### config.mk
export PLATFORM = sky130hd
export DESIGN_NAME = mc_ctrl
export DESIGN_NICKNAME = d
export VERILOG_FILES = /design/src/rtl/mc_ctrl_pkg.sv /design/src/rtl/mc_ctrl_dec.sv /design/src/rtl/mc_ctrl.sv
export SDC_FILE = /design/constraint.sdc
export NUM_CORES = 1
export LEC_CHECK = 0
export BUFFER_PORTS_ARGS = -buffer_cell sky130_fd_sc_hd__buf_4
export CAP_MARGIN = 10
export CORE_UTILIZATION = 50
export CTS_BUF_LIST = sky130_fd_sc_hd__clkbuf_2 sky130_fd_sc_hd__clkbuf_4 sky130_fd_sc_hd__clkbuf_8
export DETAILED_ROUTE_END_ITERATION = 12
export GPL_ROUTABILITY_DRIVEN = 1
export PLACE_DENSITY_LB_ADDON = 0.12
export SLEW_MARGIN = 15
export SYNTH_ARGS = -nofsm -noshare
export SYNTH_HDL_FRONTEND = slang
export SYNTH_SLANG_ARGS = --single-unit
### constraint.sdc
create_clock -name clk -period 5.6 [get_ports clk]
set_clock_uncertainty 0.05 [all_clocks]
set_input_delay 1.12 -clock clk [delete_from_list [all_inputs] [get_ports clk]]
set_output_delay 1.12 -clock clk [all_outputs]
set_load 0.02 [all_outputs]
### src/rtl/mc_ctrl_pkg.sv
// mc_ctrl_pkg: opcodes, control codes, state and instruction-class encodings for mc_ctrl
package mc_ctrl_pkg;
  localparam logic [6:0] OP_ADDU = 7'b1000011;
  localparam logic [6:0] OP_SUBU = 7'b1000111;
  localparam logic [6:0] OP_ORI  = 7'b0011010;
  localparam logic [6:0] OP_LW   = 7'b1000110;
  localparam logic [6:0] OP_SW   = 7'b1010110;
  localparam logic [6:0] OP_BEQ  = 7'b0001000;
  localparam logic [6:0] OP_J    = 7'b0000100;
  localparam logic [1:0] NPC_NML = 2'b00;
  localparam logic [1:0] NPC_BEQ = 2'b01;
  localparam logic [1:0] NPC_J   = 2'b10;
  localparam logic [3:0] ALU_NOP = 4'd0;
  localparam logic [3:0] ALU_ADD = 4'd1;
  localparam logic [3:0] ALU_SUB = 4'd2;
  localparam logic [3:0] ALU_OR  = 4'd4;
  typedef enum logic [2:0] {S_INIT, S_FETCH, S_DECD, S_EXE, S_MEM, S_WB, S_ERR} state_e;
  typedef enum logic [2:0] {C_ILL, C_ALU, C_LW, C_SW, C_BEQ, C_J} cls_e;
endpackage

### src/rtl/mc_ctrl_dec.sv
// mc_ctrl_dec: opcode -> instruction class and state-independent datapath controls
module mc_ctrl_dec
  import mc_ctrl_pkg::*;
#(
  parameter int OP_W    = 7,
  parameter int ALUOP_W = 4
) (
  input  logic [OP_W-1:0]    i_op,
  output cls_e               o_cls,
  output logic               o_ext,
  output logic               o_rwsel,
  output logic               o_memtoreg,
  output logic [ALUOP_W-1:0] o_aluop
);
  logic w_addu, w_subu, w_ori, w_lw, w_sw, w_beq, w_j;
  assign w_addu = i_op == OP_W'(OP_ADDU);
  assign w_subu = i_op == OP_W'(OP_SUBU);
  assign w_ori  = i_op == OP_W'(OP_ORI);
  assign w_lw   = i_op == OP_W'(OP_LW);
  assign w_sw   = i_op == OP_W'(OP_SW);
  assign w_beq  = i_op == OP_W'(OP_BEQ);
  assign w_j    = i_op == OP_W'(OP_J);
  // classify the opcode and derive the controls that do not depend on the FSM state
  always_comb begin
    o_cls      = (w_addu | w_subu | w_ori) ? C_ALU :
                 w_lw ? C_LW : w_sw ? C_SW : w_beq ? C_BEQ : w_j ? C_J : C_ILL;
    o_ext      = w_ori | w_lw | w_sw | w_beq;
    o_rwsel    = w_addu | w_subu;
    o_memtoreg = ~w_lw;
    o_aluop    = (w_addu | w_lw | w_sw) ? ALUOP_W'(ALU_ADD) :
                 (w_subu | w_beq) ? ALUOP_W'(ALU_SUB) :
                 w_ori ? ALUOP_W'(ALU_OR) : ALUOP_W'(ALU_NOP);
  end
endmodule

### src/rtl/mc_ctrl.sv
// mc_ctrl: multicycle MIPS32 control FSM with memory wait timeout and trap; MC_CTRL_PERF_EN adds perf counters
module mc_ctrl
  import mc_ctrl_pkg::*;
#(
  parameter int OP_W    = 7,
  parameter int ALUOP_W = 4,
  parameter int TIMEOUT = 15,
  parameter int CNT_W   = 32
) (
  input  logic               clk,
  input  logic               clr,
  input  logic [OP_W-1:0]    decdOp,
  input  logic               zero,
  input  logic               mem_rdy,
  output logic               PCWr,
  output logic               IRWr,
  output logic               GPRWr,
  output logic               ExtOp,
  output logic               RWSel,
  output logic               BSel,
  output logic               DMWr,
  output logic               DMRd,
  output logic               MemToReg,
  output logic [1:0]         nPCOp,
  output logic [ALUOP_W-1:0] ALUOp,
  output logic               busy,
  output logic               err,
  output logic [CNT_W-1:0]   instr_cnt,
  output logic [CNT_W-1:0]   cyc_cnt
);
  localparam int WW = $clog2(TIMEOUT + 2);
  state_e              r_state, w_next;
  logic [OP_W-1:0]     r_op, w_op;
  logic [WW-1:0]       r_wait;
  cls_e                w_cls;
  logic                w_ext, w_rwsel, w_m2r, w_tmo;
  logic [ALUOP_W-1:0]  w_alu;
  // the opcode is only latched at the end of DECD, so DECD itself decodes the live input
  assign w_op  = (r_state == S_DECD) ? decdOp : r_op;
  assign w_tmo = (TIMEOUT != 0) && (32'(r_wait) + 32'd1 == 32'(TIMEOUT));
  mc_ctrl_dec #(.OP_W(OP_W), .ALUOP_W(ALUOP_W)) u_dec (
    .i_op      (w_op),
    .o_cls     (w_cls),
    .o_ext     (w_ext),
    .o_rwsel   (w_rwsel),
    .o_memtoreg(w_m2r),
    .o_aluop   (w_alu)
  );
  // state, latched opcode and MEM wait counter
  always_ff @(posedge clk) begin
    if (clr) begin
      r_state <= S_INIT;
      r_op    <= '0;
      r_wait  <= '0;
    end else begin
      r_state <= w_next;
      if (r_state == S_DECD) r_op <= decdOp;
      r_wait  <= (r_state == S_MEM && w_next == S_MEM) ? r_wait + 1'b1 : '0;
    end
  end
  // next state; memory completion takes priority over the timeout
  always_comb begin
    w_next = r_state;
    case (r_state)
      S_INIT:  w_next = S_FETCH;
      S_FETCH: w_next = S_DECD;
      S_DECD:  w_next = (w_cls == C_J) ? S_FETCH : (w_cls == C_ILL) ? S_ERR : S_EXE;
      S_EXE:   w_next = (w_cls == C_BEQ) ? S_FETCH : (w_cls == C_LW || w_cls == C_SW) ? S_MEM : S_WB;
      S_MEM:   w_next = mem_rdy ? ((w_cls == C_LW) ? S_WB : S_FETCH) : w_tmo ? S_ERR : S_MEM;
      S_WB:    w_next = S_FETCH;
      S_ERR:   w_next = S_ERR;
      default: w_next = S_INIT;
    endcase
  end
  // datapath controls gated by state; PCWr marks the final cycle of each retired instruction
  always_comb begin
    IRWr     = r_state == S_FETCH;
    PCWr     = (r_state == S_DECD && w_cls == C_J) || (r_state == S_EXE && w_cls == C_BEQ) ||
               (r_state == S_MEM && w_cls == C_SW && mem_rdy) || r_state == S_WB;
    GPRWr    = r_state == S_WB;
    ExtOp    = r_state == S_EXE && w_ext;
    BSel     = r_state == S_EXE && w_ext;
    RWSel    = r_state == S_WB && w_rwsel;
    MemToReg = r_state == S_WB && w_m2r;
    DMRd     = r_state == S_MEM && w_cls == C_LW;
    DMWr     = r_state == S_MEM && w_cls == C_SW;
    nPCOp    = (r_state == S_DECD && w_cls == C_J) ? NPC_J :
               (r_state == S_EXE && w_cls == C_BEQ && zero) ? NPC_BEQ : NPC_NML;
    ALUOp    = (r_state == S_EXE) ? w_alu : ALUOP_W'(ALU_NOP);
    busy     = r_state != S_INIT && r_state != S_ERR;
    err      = r_state == S_ERR;
  end
`ifdef MC_CTRL_PERF_EN
  logic [CNT_W-1:0] r_instr, r_cyc;
  // busy-cycle and retirement counters, wrapping naturally
  always_ff @(posedge clk) begin
    if (clr) begin
      r_instr <= '0;
      r_cyc   <= '0;
    end else begin
      r_instr <= r_instr + CNT_W'(PCWr);
      r_cyc   <= r_cyc + CNT_W'(busy);
    end
  end
  assign instr_cnt = r_instr;
  assign cyc_cnt   = r_cyc;
`else
  assign instr_cnt = '0;
  assign cyc_cnt   = '0;
`endif
endmodule

==> Yosys cells after proc, flatten, opt, wreduce, memory -nomap -nowiden <==
Cells that the tools add are included.
{ "op_classes": {"mux": 20, "n_addsub": 2, "n_reduce_logical": 20, "bitwise_logic": 10, "n_eq_ne": 20} }
{ "ops": {"columns": ["op", "count"], "rows": [
  ["two-way mux 3 bit", 11],
  ["== test 7 bit, second input constant", 4],
  ["== test 3 bit, second input constant", 6],
  ["case mux 3 bit (6 select lines)", 1],
  ["== test 3 x 2 -> 1 bit, second input constant", 4],
  ["two-way mux 4 bit", 3],
  ["logical AND 1 bit", 11],
  ["OR 1 bit", 8],
  ["== test 7 x 3 -> 1 bit, second input constant", 1],
  ["== test 7 x 4 -> 1 bit, second input constant", 1],
  ["== test 7 x 5 -> 1 bit, second input constant", 1],
  ["two-way mux 7 bit", 1],
  ["adder 5 x 1 -> 6 bit, second input constant", 1],
  ["== test 6 x 4 -> 1 bit, second input constant", 1],
  ["zero test 3 bit", 2],
  ["adder 5 x 1 -> 5 bit, second input constant", 1],
  ["logical OR 1 bit", 4],
  ["two-way mux 2 bit", 2],
  ["OR reduction 2 bit", 2],
  ["== test 3 x 1 -> 1 bit, second input constant", 1],
  ["inequality test 3 bit, second input constant", 1],
  ["nonzero test 3 bit", 1],
  ["two-way mux 1 bit", 2],
  ["NOT 1 bit", 2]
]} }
{ "totals": {"input_bits": 11, "regBits": 15} }

==> Longest topological paths before layout <==
Gate-level depths: netlist of the first run.
{ "logic_depth": {"ltp_word": 17, "mapped_depth": 8, "depth_no_buf": 6} }

==> Modules after synthesis <==
Synthesis of the first run repeated with hierarchy kept, for this count alone.
{ "hier_totals": {"hier_cells": 186, "area_unflattened_um2": 1527.7} }
{ "by_module_without_submodules": {"columns": ["module", "area_per_inst_um2", "instances", "cells_per_inst"], "rows": [
  ["mc_ctrl", 1353.8, 1, 162],
  ["mc_ctrl_dec", 173.9, 1, 24]
]} }

==> Least setup slack after synthesis of the first run <==
Ideal clock, no wire load.
{ "synth_timing": {"path_kind": "input-to-output", "startpoint": "input port decdOp[5]", "endpoint": "output port ALUOp[1]", "slack_ns": 2.158, "stages": 5, "required_ns": 4.430, "arrival_time_ns": 2.272, "path_cell_list": "nor4bb_1 > nand3_1 > a21oi_1 > nor2_1 > nor3_1"} }
{ "synth_between": {"elab_chain_cells": 6, "elab_cells_between_ends": 12, "classes_between": "eq/ne: 5; mux: 4; bitwise: 3"} }
{ "synth_rtl": {"columns": ["item", "line", "rtl"], "rows": [
  ["start: declaration", "mc_ctrl.sv:12", "input logic [OP_W-1:0] decdOp,"],
  ["two-way mux 7 bit *", null, null],
  ["== test 7 bit, or another cell as far along", "mc_ctrl_dec.sv:17", "assign w_subu = i_op == OP_W'(OP_SUBU);"],
  ["OR 1 bit, on equally long branches", "mc_ctrl_dec.sv:31, mc_ctrl_dec.sv:30", null],
  ["two-way mux 4 bit or OR 1 bit (tied branches)", "mc_ctrl_dec.sv:31, mc_ctrl_dec.sv:30", null],
  ["two-way mux 4 bit *", "mc_ctrl_dec.sv:30", "o_aluop = (w_addu | w_lw | w_sw) ? ALUOP_W'(ALU_ADD) :"],
  ["two-way mux 4 bit *", "mc_ctrl.sv:89", "ALUOp = (r_state == S_EXE) ? w_alu : ALUOP_W'(ALU_NOP);"],
  ["end: declaration", "mc_ctrl.sv:25", "output logic [ALUOP_W-1:0] ALUOp,"]
]} }
Mark *: on every way between the ends. The rest lies on a longest branch, timed or not.

==> Final worst setup path of the first run <==
{ "layout_timing": {"startpoint": "register r_state[1]", "endpoint": "output port PCWr"} }
{ "layout_between": {"elab_chain_cells": 13, "elab_cells_between_ends": 29, "classes_between": "eq/ne: 14; mux: 6; bitwise: 2; reduce/logical: 7"} }
{ "layout_rtl": {"columns": ["item", "line", "rtl"], "rows": [
  ["start: declaration", "mc_ctrl.sv:32", "state_e r_state, w_next;"],
  ["start signal: assignment", "mc_ctrl.sv:56", "r_state <= w_next;"],
  ["== test 3 x 2 -> 1 bit", "mc_ctrl.sv:39, mc_ctrl.sv:78", null],
  ["two-way mux 7 bit", null, null],
  ["== test 7 x 3 -> 1 bit", "mc_ctrl_dec.sv:22", "assign w_j = i_op == OP_W'(OP_J);"],
  ["two-way mux 3 bit (4 in a row)", "mc_ctrl_dec.sv:26", "w_lw ? C_LW : w_sw ? C_SW : w_beq ? C_BEQ : w_j ? C_J : C_ILL;"],
  ["two-way mux 3 bit", "mc_ctrl_dec.sv:25", "o_cls = (w_addu | w_subu | w_ori) ? C_ALU :"],
  ["== test 3 bit or == test 3 x 2 -> 1 bit (tied branches)", "mc_ctrl.sv:78, mc_ctrl.sv:79", null],
  ["logical AND 1 bit, on equally long branches", "mc_ctrl.sv:78, mc_ctrl.sv:79", null],
  ["logical OR 1 bit or logical AND 1 bit (tied branches)", "mc_ctrl.sv:78, mc_ctrl.sv:79", null],
  ["logical OR 1 bit", "mc_ctrl.sv:78", "PCWr = (r_state == S_DECD && w_cls == C_J) || (r_state == S_EXE && w_cls == C_BEQ) ||"],
  ["logical OR 1 bit *", "mc_ctrl.sv:79", "(r_state == S_MEM && w_cls == C_SW && mem_rdy) || r_state == S_WB;"],
  ["end: declaration", "mc_ctrl.sv:15", "output logic PCWr,"]
]} }
Marked as above.

==> flow_summary_export.csv, run 1 <==
group,metric,value,unit
status,status,"finished clean",
cts,cts-buffers-inserted,3,
floorplanning,fp-row-count,20,
cts,clkTransAtPathRegs,100,ps
finish,finish.instance_area,0.00163,sq mm
global_route,grt_max_degree,15,
finish,area_growth,-0.913,%
power_and_ir_drop,power_leakage,0.000750,uW
global_route,grtUsageTotal,17.7,%
drt,totalWireLength,3060,um
finish,layoutNonFillerInstCount,286,
cts,clkSinkCount,15,
drt,detail-route-antenna-nets,0,
cts,clockBufferDepth,2,
cts,cts_resized,0,
cts,clk-insertion-delay-late,290,ps
placement,placement.cell_area,0.00160,sq mm
synthesis,synth.area.top_cells,"buf_4 31%, dfxtp_1 18%, a21oi_1 4.9%",
floorplanning,initial_core_util,53.5,%
synthesis,seq_area_frac_synth,18.3,%
finish,mostFrequentLayoutCell,"conb_1",
synthesis,synth_cell_type_count,47,
floorplanning,dieArea,0.00352,sq mm
setup_path,worstSetupPathType,"register to primary output",
synthesis,syn_inst,221,
synthesis,synth_area,0.00165,sq mm
synthesis,synth_top_area_share,31.5,%
timing,tightestPinTransition,585,ps
floorplanning,ioPinCount,92,
setup_path,worst_ep_arrival_time,2640,ps
floorplanning,die_h,59.4,um
synthesis,synth_edf_count,0,
setup_path,end_kind,"primary output",
timing,fin_ws,1790,ps
global_route,gr-total-overflow,0,
global_route,grt_pass1_wl,4770,um
placement,dpl_worst_slack,1940,ps
synthesis,yosysTopAreaCell,"buf_4",
cts,cts_tree,"built",
run,cap_violations,0,
placement,hpwl,2440,um
floorplanning,die_w,59.4,um
synthesis,ys_async_sr_fraction,0,%
finish,drive_above_1_share,15.7,%
min_path,hold_path_class,"register to register",
finish,final_cell_mix,"65 x conb_1, 26 x buf_4, 19 x nor2_1",
drt,viasPerCell,4.62,
timing,post-route-period-util,68.0,%
timing,hold_viol_final,0,
finish,n_fill_cell,334,
synthesis,syn_avg_cell_area,7.44,sq um
floorplanning,core,0.00308,sq mm
synthesis,ys_warn_count,0,
placement,placed_cells,282,
finish,nets,256,
synthesis,synth_top_flop_cell,"dfxtp_1",
cts,cts_setup_buffers,0,
placement,io_buffers,26,
cts,cts-root-buf,"clkbuf_4",
cts,ctsHtreeMaxLevel,1,
global_route,antenna_found_initial,0,
timing,period_needed,3810,ps
drt,vias,1321,
power_and_ir_drop,powerDensity,316,mW/mm^2
timing,drv_slew,0,
timing,rsz0062_at_grt,"false",
drt,wl_per_cell,10.7,um
global_route,grt_pass1_vias,1039,
drt,drt_iter0_markers,34,
setup_path,required,4430,ps
finish,antenna_cells,0,
timing,slew_headroom,61.0,%
drt,remaining_drc_errors,0,
drt,drtPass1Iterations,4,
setup_path,path_max_fanout,14,
timing,setup_tns,0,ps
timing,finalSetupViolCount,0,
cts,cts_hold_buf,0,
placement,gp_congestion,0.826,
setup_path,crit_path_start_kind,"register",
synthesis,synth_seq_cells,15,
timing,fmax,263,MHz
power_and_ir_drop,ir_worst_vdd,149,uV
layout make-up:
cell class / count / area (sq um) / area share [%]
Multi-Input combinational cell: 191 / 1030 / 63.0
Sequential cell: 15 / 300 / 18.4
Timing Repair Buffer: 26 / 195 / 12.0
Tap cell: 44 / 55.1 / 3.38
Clock buffer: 4 / 30.0 / 1.84
Inverter: 6 / 22.5 / 1.38
critical path, cell delays in order, from the launching register on:
cell	delay, ps
dfxtp_1	500
nor3b_4	580
mux2i_1	300
or4b_4	570
nor2_2	130
a211o_1	140
buf_4	130
power by group:
group          leakage (uW)  internal (uW)  switching, uW
Sequential         0.000122            128           44.5
Clock             0.0000184           32.5           35.5
Combinational      0.000609           98.2            176
Total              0.000750            259            256
metrics by stage:
stage	util [%]	hold WS, ps	total power, uW
3_5_place_dp	52.0	435	448
5_1_grt	53.0	477	556
3_3_place_gp	52.0	424	449
2_1_floorplan	-	402	426
4_1_cts	53.0	452	516
6_report	53.0	456	515
worst paths after layout:
| path | startpoint | to | slack, ps | cells past startpoint |
|---|---|---|---|---|
| setup reg to reg | r_state[1]$_SDFF_PP0_ | r_state[2]$_SDFF_PP0_ | 3150 | 5 |
| hold / removal | r_op[6]$_SDFF_PP0_ | r_op[6]$_SDFF_PP0_ | 460 | 2 |
| setup / recovery | r_state[1]$_SDFF_PP0_ | PCWr | 1790 | 6 |
| hold reg to reg | r_op[6]$_SDFF_PP0_ | r_op[6]$_SDFF_PP0_ | 460 | 2 |
logic make-up (layout without fill, tap and decap cells):
kind of cell | after synthesis | count (layout) | share of synthesized area (%)
AOI/OAI and AO/OA | 36 | 36 | 14.5
xor gates and xnor gates | 4 | 4 | 2.13
adders and majority gates | 2 | 2 | 1.52
buffers and inverters | 79 | 36 | 33.9
DFF | 15 | 15 | 18.3
muxes | 2 | 2 | 1.22
other | 1 | 65 | 0.228
and+or+nand+nor | 82 | 82 | 28.2
sequential cells by signal, indices dropped and copies added, names as in the netlist:
signal,count
r_wait,5
r_state,3
r_op,7
synth_stat cells (2+ instances only):
master	number
nor4bb_1	3
dfxtp_1	15
buf_4	69
nor3b_1	3
nor2_1	19
buf_2	2
a211oi_1	5
nand2_1	17
xnor2_1	2
nor4_1	3
xor2_1	2
mux2i_1	2
nand3b_1	2
ha_1	2
nand2b_1	3
nor3_1	4
a22oi_1	2
inv_1	6
clkbuf_1	2
a21oi_1	16
nand3_1	8
and3_1	4
nor2b_1	6
per-layer routing:
layer	part of all wire (%)	vias to the layer above	routed length [um]	GRT usage, %
met5	0	-	0	0
met1	48	581	1470	24.4
met2	44	65	1340	27.6
li1	-	669	-	-
met3	7.0	6	215	2.62
met4	1.4	0	43	7.14
No activity file was read; power rests on OpenSTA's default activity.
==> inputs of run 2 (changes only) <==
- CORE_UTILIZATION: 50 -> 46
- clock period: 5.6 -> 3.9 ns (I/O delays scaled with it)
==> flow_summary_export.csv, run 2 (same netlist as run 1, synthesis figures left out) <==
group,metric,value,unit
status,status,"finished clean",
timing,tightestPinTransition,510,ps
drt,remaining_drc_errors,0,
setup_path,worstPathCellList,"nor3b_4 -> buf_4 -> mux2i_1 -> or4b_4 -> nor2_2 -> a211o_1 -> buf_4",
finish,final_cell_mix,"65 x conb_1, 27 x buf_4, 19 x nor2_1",
finish,area_growth,-0.456,%
power_and_ir_drop,clkPwrFrac,12.5,%
global_route,busiest_layer,"met1",
timing,post-route-period-util,85.1,%
min_path,hold_path_class,"register to register",
global_route,grt_pass1_wl,4750,um
timing,hold_viol_final,0,
cts,clkTransAtPathRegs,100,ps
setup_path,crit_path_start_kind,"register",
floorplanning,dieArea,0.00382,sq mm
cts,cts_setup_buffers,0,
setup_path,worst-path-buf-inv,2,
global_route,met3_usage,1.45,%
setup_path,cp_slowest_cell,"dfxtp_1",
drt,totalWireLength,3150,um
cts,clk-insertion-delay-late,280,ps
finish,finish.instance_area,0.00164,sq mm
finish,reg_top3,"r_op: 7 flops, r_wait: 5 flops, r_state: 3 flops",
timing,rsz0062_at_grt,"false",
cts,cts-buffers-inserted,3,
setup_path,path_max_fanout,10,
floorplanning,die_w,61.8,um
setup_path,critPathMaxStageDelay,490,ps
power_and_ir_drop,ir_worst_vdd,190,uV
global_route,grt_max_degree,15,
power_and_ir_drop,p_int,369,uW
cts,clockBufferDepth,2,
floorplanning,die_h,61.8,um
power_and_ir_drop,p_switching,374,uW
timing,period_needed,3320,ps
setup_path,worstSetupPathType,"register to primary output",
drt,detail-route-antenna-nets,0,
finish,mostFrequentLayoutCell,"conb_1",
finish,largest_register_ffs,7,
setup_path,end_kind,"primary output",
cts,cts_hold_buf,0,
power_and_ir_drop,powerDensity,454,mW/mm^2
setup_path,worst_ep_arrival_time,2490,ps
placement,placement.cell_area,0.00161,sq mm
global_route,antenna_found_initial,0,
global_route,grt_pass1_vias,1007,
placement,gp_congestion,0.811,
global_route,met2_usage,24.6,%
cts,cts_tree,"built",
finish,n_fill_cell,380,
timing,slew_headroom,65.7,%
timing,finalSetupViolCount,0,
power_and_ir_drop,seq_power_share,33.5,%
drt,drt_iter0_markers,33,
finish,nets,257,
timing,fmax,301,MHz
global_route,grtUsageTotal,16.5,%
drt,viasPerCell,4.71,
floorplanning,initial_core_util,48.5,%
drt,vias,1360,
floorplanning,ioPinCount,92,
run,cap_violations,0,
power_and_ir_drop,p_sw_share,50.4,%
drt,drtPass1Iterations,4,
setup_path,crit_family,"simple AND/OR/NAND/NOR gates",
finish,drive_above_1_share,16.0,%
timing,setup_tns,0,ps
placement,hpwl,2500,um
cts,ctsHtreeMaxLevel,1,
global_route,gr-total-overflow,0,
finish,antenna_cells,0,
cts,clkSinkCount,15,
setup_path,required,3070,ps
cts,cts-root-buf,"clkbuf_4",
global_route,grt.met1_usage,25.1,%
cts,cts_resized,0,
power_and_ir_drop,power_leakage,0.000754,uW
setup_path,cp_common_cell,"buf_4",
drt,wl_per_cell,10.9,um
placement,io_buffers,26,
floorplanning,core,0.00339,sq mm
timing,drv_slew,0,
finish,top_register,"r_op",
floorplanning,fp-row-count,21,
power_and_ir_drop,power_frac_comb,54.1,%
run 2: per-layer routing:
metal | wire length, um | vias up
met5 | 0 | -
met4 | 35 | 0
met3 | 267 | 4
met2 | 1360 | 80
met1 | 1490 | 609
li1 | - | 667
run 2: through the flow:
step / power (uW) / utilization [%] / worst slack [ps] / hold slack [ps] / std cells
after floorplan: 611 / - / 1140 / 402 / 285
after global placement: 654 / 47.5 / 862 / 428 / 285
after detailed placement: 648 / 47.5 / 905 / 435 / 285
after CTS: 742 / 48.3 / 569 / 456 / 289
after global routing: 806 / 48.3 / 420 / 485 / 289
final: 743 / 48.3 / 580 / 458 / 289
run 2: layout make-up:
| type | count | area [sq um] | share of cell area (%) |
|---|---|---|---|
| Sequential cell | 15 | 300 | 18.3 |
| Clock buffer | 3 | 22.5 | 1.38 |
| Timing Repair Buffer | 27 | 203 | 12.4 |
| Multi-Input combinational cell | 191 | 1030 | 62.7 |
| Inverter | 6 | 22.5 | 1.38 |
| Tap cell | 46 | 57.6 | 3.51 |
| Clock inverter | 1 | 5.00 | 0.306 |
run 2: worst min-delay path: cells and delay by family, from the launching register on:
family | cells | cell delay, ps
and+or+nand+nor | 1 | 60
DFF | 1 | 350
AOI/OAI and AO/OA | 1 | 50
run 2: final timing paths:
| kind | from | to | slack, ps | depth (start not counted) |
|---|---|---|---|---|
| worst min register to register | r_op[3]$_SDFF_PP0_ | r_op[3]$_SDFF_PP0_ | 460 | 2 |
| worst min-delay path | r_op[3]$_SDFF_PP0_ | r_op[3]$_SDFF_PP0_ | 460 | 2 |
| worst max register to register | r_state[1]$_SDFF_PP0_ | r_state[2]$_SDFF_PP0_ | 1600 | 6 |
| worst max-delay path | r_state[1]$_SDFF_PP0_ | PCWr | 580 | 7 |
run 2: power groups by stage:
stage	Sequential, uW	Clock (uW)	Combinational (uW)
floorplan	213	0	398
global placement	252	0	402
detailed placement	250	0	398
finish	249	92.6	402
global route	254	105	447
CTS	246	96.8	400
==> inputs of run 3 (changes only) <==
- REMOVE_ABC_BUFFERS: default -> 1
==> flow_summary_export.csv, run 3 (same netlist as run 1, synthesis figures left out) <==
group,metric,value,unit
cts,ctsHtreeMaxLevel,1,
placement,placed_cells,285,
timing,slew_headroom,63.6,%
floorplanning,core,0.00339,sq mm
setup_path,cp_common_cell,"buf_4",
setup_path,end_kind,"primary output",
setup_path,critPathMaxStageDelay,510,ps
finish,antenna_cells,0,
status,status,"finished clean",
floorplanning,die_h,61.8,um
finish,drive_above_1_share,16.0,%
floorplanning,dieArea,0.00382,sq mm
finish,n_fill_cell,367,
placement,gp_congestion,0.829,
power_and_ir_drop,ir_worst_vdd,205,uV
cts,cts-root-buf,"clkbuf_4",
cts,clk-insertion-delay-late,280,ps
floorplanning,die_w,61.8,um
global_route,grt_pass1_wl,4650,um
finish,final_cell_mix,"65 x conb_1, 27 x buf_4, 19 x nor2_1",
finish,layoutNonFillerInstCount,289,
global_route,antenna_found_initial,0,
placement,hpwl,2470,um
setup_path,cp_slowest_cell,"dfxtp_1",
setup_path,worstPathCellList,"nor3b_4 -> buf_4 -> mux2i_1 -> or4b_4 -> nor2_2 -> a211o_1 -> buf_4",
min_path,hold_path_class,"register to register",
drt,remaining_drc_errors,0,
timing,post-route-period-util,82.7,%
global_route,grtUsageTotal,16.7,%
global_route,met3_usage,2.48,%
drt,viasPerCell,4.73,
cts,cts_resized,0,
finish,mostFrequentLayoutCell,"conb_1",
finish,largest_register_ffs,7,
setup_path,crit_path_start_kind,"register",
finish,nets,257,
cts,cts-buffers-inserted,3,
global_route,busiest_layer,"met2",
power_and_ir_drop,powerDensity,455,mW/mm^2
timing,hold_viol_final,0,
placement,io_buffers,26,
setup_path,rrSetupSlack,1600,ps
drt,detail-route-antenna-nets,0,
global_route,grt.met1_usage,22.6,%
run,cap_violations,0,
timing,drv_slew,0,
global_route,gr-total-overflow,0,
drt,totalWireLength,3130,um
timing,tightestPinTransition,542,ps
cts,clockBufferDepth,2,
cts,cts_tree,"built",
drt,wl_per_cell,10.8,um
setup_path,worst_ep_arrival_time,2400,ps
timing,finalSetupViolCount,0,
global_route,grt_max_degree,15,
finish,area_growth,-0.304,%
drt,drtPass1Iterations,4,
cts,cts_setup_buffers,0,
drt,drt_iter0_markers,33,
drt,vias,1366,
cts,clkTransAtPathRegs,90,ps
timing,fmax,310,MHz
timing,rsz0062_at_grt,"false",
timing,setup_tns,0,ps
timing,period_needed,3230,ps
finish,reg_top3,"r_op: 7 flops, r_wait: 5 flops, r_state: 3 flops",
floorplanning,ioPinCount,92,
floorplanning,fp-row-count,21,
cts,clkSinkCount,15,
finish,top_register,"r_op",
floorplanning,initial_core_util,48.5,%
setup_path,path_max_fanout,14,
global_route,met2_usage,27.3,%
setup_path,required,3070,ps
global_route,grt_pass1_vias,990,
power_and_ir_drop,power_leakage,0.000755,uW
setup_path,worstSetupPathType,"register to primary output",
cts,cts_hold_buf,0,
## run 3: changes by cell type in the layout (fill, tap and decap cells not counted), sizes merged
cell / previous run / this run
clkinv: 1 / 0
clkbuf: 3 / 4
## run 3: cell type report
type	count	area (sq um)	share of cell area (%)
inverter	6	22.5	1.37
tap	46	57.6	3.51
timing repair buffer	27	203	12.4
clock buffer	4	30.0	1.83
multi-input combinational	191	1030	62.6
sequential	15	300	18.3
## run 3: stage by stage
stage	hold slack, ps	cell area, sq um	worst slack (ps)	utilization, %	total power (uW)
finish	455	1640	674	48.4	747
global route	474	1640	560	48.4	809
CTS	454	1640	665	48.4	746
detailed placement	432	1610	844	47.5	648
global placement	429	1610	838	47.5	650
floorplan	402	1350	981	-	531
## run 3: final timing paths
check / from / depth (start not counted) / to
hold reg to reg: r_op[3]$_SDFF_PP0_ / 2 / r_op[3]$_SDFF_PP0_
setup reg to reg: r_state[1]$_SDFF_PP0_ / 5 / r_state[2]$_SDFF_PP0_
setup / recovery: r_state[1]$_SDFF_PP0_ / 7 / PCWr
hold / removal: r_op[3]$_SDFF_PP0_ / 2 / r_op[3]$_SDFF_PP0_
## run 3: where the power goes
part           switching, uW  internal [uW]
Clock                   50.8           46.7
Combinational            253            146
Sequential              65.9            184
Total                    370            377
## run 3: critical path, delay by kind of cell, from the launching register on
family          cells  cell delay [ps]
mux                 1              420
compound gates      1              300
buf+inv             2              380
flops               1              510
simple gates        3              500
## run 3: routing by layer
metal,up-vias,wire [um]
li1,670,-
met3,4,235
met1,608,1480
met2,84,1380
met5,-,0
met4,0,34
